## config.mk

```make
export PLATFORM = sky130hd
export DESIGN_NAME = seq_detect_param
export DESIGN_NICKNAME = d
export VERILOG_FILES = /design/src/rtl/seq_detect_param.sv
export SDC_FILE = /design/constraint.sdc
export NUM_CORES = 1
export LEC_CHECK = 0
export CAP_MARGIN = 25
export CORE_UTILIZATION = 37
export DETAILED_ROUTE_END_ITERATION = 12
export PLACE_DENSITY = 0.76
export SYNTH_ARGS = -nofsm -noshare
export SYNTH_HDL_FRONTEND = slang
export SYNTH_SLANG_ARGS = --single-unit
```

## constraint.sdc

```tcl
create_clock -name clk -period 1.5 [get_ports clk]
set_clock_uncertainty 0.2 [all_clocks]
set_input_delay 0.3 -clock clk [delete_from_list [all_inputs] [get_ports clk]]
set_output_delay 0.3 -clock clk [all_outputs]
set_load 0.01 [all_outputs]
```

## src/rtl/seq_detect_param.sv

```systemverilog
// Programmable serial pattern detector with Mealy match output.
// Build with SEQDET_MATCH_COUNT_EN defined to include the saturating match counter.
module seq_detect_param #(
   parameter int                 PAT_W   = 4,
   parameter logic [PAT_W-1:0]   PAT_RST = 4'b1101,
   parameter int                 CNT_W   = 8
) (
   input  logic             clk,
   input  logic             reset,
   input  logic             in_valid,
   input  logic             in,
   input  logic             overlap,
   input  logic             pat_load,
   input  logic [PAT_W-1:0] pat_in,
   input  logic             cnt_clr,
   output logic             match,
   output logic [CNT_W-1:0] match_cnt
);

   localparam int FW = $clog2(PAT_W);
   localparam logic [FW-1:0] FULL = FW'(PAT_W - 1);

   logic [PAT_W-1:0] pat;
   logic [PAT_W-2:0] hist;
   logic [PAT_W-2:0] hist_nxt;
   logic [FW-1:0]    fill;

   generate
      if (PAT_W == 2) begin : g_w2
         assign hist_nxt = in;
      end else begin : g_wn
         assign hist_nxt = {hist[PAT_W-3:0], in};
      end
   endgenerate

   assign match = in_valid & ~pat_load & (fill == FULL)
                & ({hist, in} == pat);

   always_ff @(posedge clk or posedge reset) begin
      if (reset) begin
         pat  <= PAT_RST;
         hist <= '0;
         fill <= '0;
      end else if (pat_load) begin
         pat  <= pat_in;
         hist <= '0;
         fill <= '0;
      end else if (in_valid) begin
         hist <= hist_nxt;
         // Non-overlap restarts the window so no matched bit is reused
         if (match && !overlap)
            fill <= '0;
         else if (fill != FULL)
            fill <= fill + FW'(1);
      end
   end

`ifdef SEQDET_MATCH_COUNT_EN
   logic [CNT_W-1:0] cnt;

   always_ff @(posedge clk or posedge reset) begin
      if (reset)
         cnt <= '0;
      else if (cnt_clr)
         cnt <= '0;
      else if (match && (cnt != {CNT_W{1'b1}}))
         cnt <= cnt + CNT_W'(1);
   end

   assign match_cnt = cnt;
`else
   logic unused_cnt_clr;

   assign unused_cnt_clr = cnt_clr;
   assign match_cnt      = '0;
`endif

endmodule
```

==> impl_metrics.ini, run 1 <==
[status]
status = complete, but fails checks
violations = setup timing

[cells_and_area]
nets = 85
final_cell_mix = 11 x buf_4, 8 x conb_1, 7 x clkdlybuf4s50_1, 6 x dfrtp_1
final_common_cell = buf_4
fin_util_pct = 56.8
area_growth_pct = 40.0
n_antenna_cell = 0
drive_above_1_share_pct = 41.7
layoutNonFillerInstCount = 87

[logic_synthesis]
synth_warnings = 0
syn_area_sq_um = 541
ys_types = 19
ys_ff_latch = 9
avgSynthCellArea_sq_um = 11.3
postSynthCellCount = 48
ys_seq_area_share_pct = 42.4

[clock_network]
cts_buffer_depth = 2
htree_levels = 1
cts_tree = done
cts_made_buffers = 3
clock-sinks = 9
clk_transition_reported_paths_ns = 0.06
clk_latency_ns = 0.26
cts_root_buf = clkbuf_4

[global_routing]
grt_use_total_pct = 17.2
grt_pass1_wl_mm = 1.68
grt_max_degree = 11
first_global_vias = 389
antenna_found_initial = 0
overflow = 0

[placed_design]
placed_cells = 81
gp_congestion = 0.713
io_buffers = 10
hpwl_um = 719
place_ws_ns = -0.974

[timing]
setup_viol = 2
setup_ws_ns = -0.465
fmax_mhz = 509
setup_tns_ns = -0.803
slew_viol_final = 0
finalHoldViolCount = 0
post-route-period-util_pct = 131
post-route-min-period_ns = 1.97
rsz0062_at_grt = yes

[critical_path]
crit_arrival_ns = 1.47
worstPathMaxFanout = 2
cp-end-kind = output port
worst_setup_path_start_kind = primary input
critical_path.max_stage_delay_ns = 0.43
crit_chain = clkdlybuf4s50_1 > or3_4 > nor2_4 > and2_4 > buf_6
crit_required_ns = 1.00
cp_num_buf_inv = 2
slowest_stage = clkdlybuf4s50_1
crit_family = simple AND/OR/NAND/NOR gates
critPathKind = primary input to output port

[power]
ir_worst_vdd_mv = 0.586
power.density_nw_per_um2 = 809
p_leak_nw = 0.357

[die]
fp.dieArea_sq_um = 1620
coreArea_sq_um = 1330
initial_core_util_pct = 40.5
die_width_um = 40.2
row_count = 13
ios = 20
die_y_um = 40.2

[detailed_routing]
vias = 391
wire_per_inst_um = 10.8
post-route-drc-count = 0
dr.pass1.iters = 1
routed_wl_um = 937
viasPerCell = 4.49
drtIter0Drc = 0
postRouteAntennaNets = 0

[flow_run]
cap_violations = 0

[hold_path]
hp-class = primary input to async pin
[layout make-up]
class                           count  area (sq um)
Fill cell                         123           577
Timing Repair Buffer               22           193
Inverter                            3          11.3
Sequential cell                     9           229
Clock buffer                        4          26.3
Multi-Input combinational cell     34           279
Tap cell                           15          18.8
[path summary, 6_finish.rpt]
| check | from | end | cells after the start | slack [ns] |
|---|---|---|---|---|
| worst max-delay path | pat_load | match | 5 | -0.47 |
| worst min-delay path | reset | fill[0] | 2 | 0.09 |
| worst max register to register | hist[0] | fill[1] | 6 | -0.33 |
| worst min register to register | fill[1] | fill[1] | 2 | 0.36 |
| max in group asynchronous | reset | pat[2] | 2 | 0.70 |
| min in group clk | fill[1] | fill[1] | 2 | 0.36 |
[worst reg2reg max path: stages (launching register included)]
cell     delay [ns]
dfrtp_1        0.38
xor2_1         0.16
or3_4          0.34
buf_4          0.14
buf_6          0.11
o32ai_4        0.21
mux2i_1        0.22
[per-stage QoR]
stage | instance area [sq um] | power [mW] | hold WS (ns)
6_report | 757 | 0.612 | 0.0901
5_1_grt | 757 | 0.653 | 0.124
2_1_floorplan | 572 | 0.374 | -0.0742
3_5_place_dp | 694 | 0.420 | 0.339
3_3_place_gp | 694 | 0.414 | 0.324
4_1_cts | 747 | 0.619 | 0.0945
[report_power, final]
group	internal (mW)	total, mW	leakage, nW	switching (mW)
Clock	0.102	0.184	0.0150	0.0814
Sequential	0.269	0.282	0.111	0.0129
Combinational	0.0847	0.147	0.232	0.0622
[sequential cells by signal, summed over array words and instances (netlist names)]
signal and count:
fill 2, pat 4, hist 3
[cells by family after synthesis]
family | after synthesis | share of synthesized area, %
buffers and inverters | 12 | 15.3
and+or+nand+nor | 10 | 10.9
DFF | 9 | 42.4
muxes | 8 | 15.7
xor gates and xnor gates | 5 | 8.10
AOI/OAI and AO/OA | 2 | 4.63
adders and majority gates | 1 | 2.31
other | 1 | 0.694
[synth_stat cells]
library cell / count / area, sq um
and2_1: 1 / 6.26
ha_1: 1 / 12.5
nand2b_1: 2 / 12.5
o32ai_2: 1 / 16.3
mux2_2: 4 / 45.0
or3_4: 1 / 11.3
a311oi_1: 1 / 8.76
inv_1: 2 / 7.51
conb_1: 1 / 3.75
dfstp_2: 3 / 78.8
buf_6: 1 / 11.3
buf_4: 8 / 60.1
dfrtp_1: 6 / 150
inv_2: 1 / 3.75
xor2_1: 1 / 8.76
nor2_1: 5 / 18.8
xnor2_1: 4 / 35.0
nand3_2: 1 / 10.0
mux2i_1: 4 / 40.0
[metal layers]
layer	track usage, %	share of wire (%)
met1	18.1	41
met2	29.0	53
met3	8.33	5.1
met4	7.50	0.85
met5	0	0
[timing repair]
item                                    CTS  global route
hold buffers                              0             0
setup buffers                             1             1
gates resized for setup                  10             1
pin swaps                                 2             1
hold endpoints to repair                  0             0
endpoints found under the setup margin    3             3
(Power assumes the default switching activity.)
==> inputs of run 2 (changes only) <==
Settings changed: CAP_MARGIN 25 to not set, CTS_BUF_LIST set to sky130_fd_sc_hd__clkbuf_8 sky130_fd_sc_hd__clkbuf_16.
==> run 2 against run 1 <==
Effect of this change:
- the flow still finishes with violations (setup timing)
- sequential share of layout area is 0.68 points lower
- via count is 1.0% lower
- first-iteration DRC count did not move
- sequential cell count stayed put
==> impl_metrics.ini, run 2 (same netlist as run 1, synthesis figures left out) <==
[critical_path]
crit_family = simple AND/OR/NAND/NOR gates
crit_chain = xor2_1 > or3_4 > nor2_4 > and2_4 > buf_6
critPathKind = flip-flop to output port
critical_path.max_stage_delay_ns = 0.38
cp_num_buf_inv = 1
worst_setup_path_start_kind = flip-flop
crit_arrival_ns = 1.42
slowest_stage = dfrtp_1
worstPathMaxFanout = 2
cp-end-kind = output port
crit_required_ns = 1.00

[clock_network]
clock-sinks = 9
cts_tree = done
cts_made_buffers = 3
htree_levels = 1
clk_transition_reported_paths_ns = 0.05
cts_hold_buf = 0
clk_latency_ns = 0.23
cts_root_buf = clkbuf_8
cts_buffer_depth = 2

[power]
p_leak_nw = 0.371
power.density_nw_per_um2 = 900
total_power_mw = 0.697
ir_worst_vdd_mv = 0.720

[status]
status = complete, but fails checks
violations = setup timing

[timing]
post-route-min-period_ns = 1.92
fmax_mhz = 519
rsz0062_at_grt = yes
setup_viol = 2
setup_ws_ns = -0.425
finalHoldViolCount = 0
slew_viol_final = 0
post-route-period-util_pct = 128

[die]
row_count = 13
ios = 20
die_width_um = 40.2
fp.dieArea_sq_um = 1620
coreArea_sq_um = 1330
initial_core_util_pct = 40.5
die_y_um = 40.2

[cells_and_area]
layoutNonFillerInstCount = 87
drive_above_1_share_pct = 41.7
largest_register_ffs = 4
final_cell_mix = 11 x buf_4, 8 x conb_1, 6 x dfrtp_1, 6 x clkdlybuf4s50_1
largest_registers = pat: 4 flops, hist: 3 flops, fill: 2 flops
largest-register = pat
area_growth_pct = 43.3
n_antenna_cell = 0
final_common_cell = buf_4
nets = 85

[hold_path]
hp-class = primary input to async pin

[flow_run]
cap_violations = 0

[placed_design]
io_buffers = 10
hpwl_um = 719
gp_congestion = 0.713
placed_cells = 81

[global_routing]
grt_pass1_wl_mm = 1.66
grt_max_degree = 11
antenna_found_initial = 0
first_global_vias = 392
grt_use_total_pct = 16.9
overflow = 0

[detailed_routing]
vias = 387
postRouteAntennaNets = 0
drtIter0Drc = 0
viasPerCell = 4.45
dr.pass1.iters = 1
routed_wl_um = 944
wire_per_inst_um = 10.9
post-route-drc-count = 0
-- run 2: cell count changes in the layout (fill, tap and decap cells not counted) --
| cell | previous run | this run |
|---|---|---|
| clkbuf_1 | 1 | 0 |
| dlygate4sd2_1 | 2 | 3 |
| clkbuf_4 | 3 | 0 |
| clkdlybuf4s50_1 | 7 | 6 |
| clkbuf_8 | 0 | 3 |
| inv_1 | 2 | 3 |
-- run 2: area by class of cell --
type	instances	area, sq um
flip-flops and latches	9	229
repair buffers	22	191
well taps	15	18.8
fillers	122	559
clock inverters	1	3.75
clock buffers	3	41.3
multi-input cells	34	279
inverters	3	11.3
-- run 2: repair_timing --
action | in CTS | in global routing
pin swaps | 4 | 1
endpoints found under the setup margin | 3 | 3
resized for setup | 11 | 1
setup buffers | 1 | 1
-- run 2: final timing paths --
kind	startpoint	to	slack, ns	depth (start not counted)
max reg2reg	hist[0]	fill[1]	-0.34	6
min in group clk	fill[1]	fill[1]	0.36	2
min reg2reg	fill[1]	fill[1]	0.36	2
max	hist[0]	match	-0.42	5
min	reset	fill[0]	0.12	2
max in group asynchronous	reset	pat[2]	0.68	2
-- run 2: metal layers --
layer / up-vias / global-route usage [%] / part of all wire [%]
li1: 190 / - / -
met1: 181 / 18.1 / 42
met2: 14 / 29.0 / 52
met3: 2 / 6.67 / 4.7
met4: 0 / 7.50 / 1.4
met5: - / 0 / 0
-- run 2: metrics by stage --
stage,setup TNS [ns],cell area (sq um),hold WS (ns),setup WS (ns),utilization [%]
after detailed placement,-2.37,694,0.339,-0.974,52.1
after floorplan,-0.161,572,-0.0742,-0.112,-
after global routing,-0.999,774,0.167,-0.481,58.1
final,-0.760,774,0.123,-0.425,58.1
after CTS,-0.832,764,0.134,-0.466,57.3
after global placement,-2.31,694,0.324,-0.971,52.1
-- run 2: power by group --
group | internal, mW | switching [mW] | leakage, nW | total, mW
sequential | 0.270 | 0.0127 | 0.111 | 0.282
combinational | 0.0838 | 0.0621 | 0.233 | 0.146
clock | 0.178 | 0.0910 | 0.0269 | 0.269
-- run 2: worst reg2reg max path, stage by stage, from the launching register on --
cell and delay (ns):
dfrtp_1 0.38, xor2_1 0.16, or3_4 0.34, buf_4 0.14
buf_6 0.11, o32ai_4 0.21, mux2i_1 0.22
==> inputs of run 3 (changes only) <==
Settings changed: MAX_ROUTING_LAYER set to met4, SLEW_MARGIN set to 40.
==> results of run 3 <==
Same layout as run 2: the final DEF is identical, and so are final timing and power.
Main changes from that run: final weighted congestion in routability-driven placement 0.713 -> 0.721; overall routing resource usage 16.9% -> 17.4%
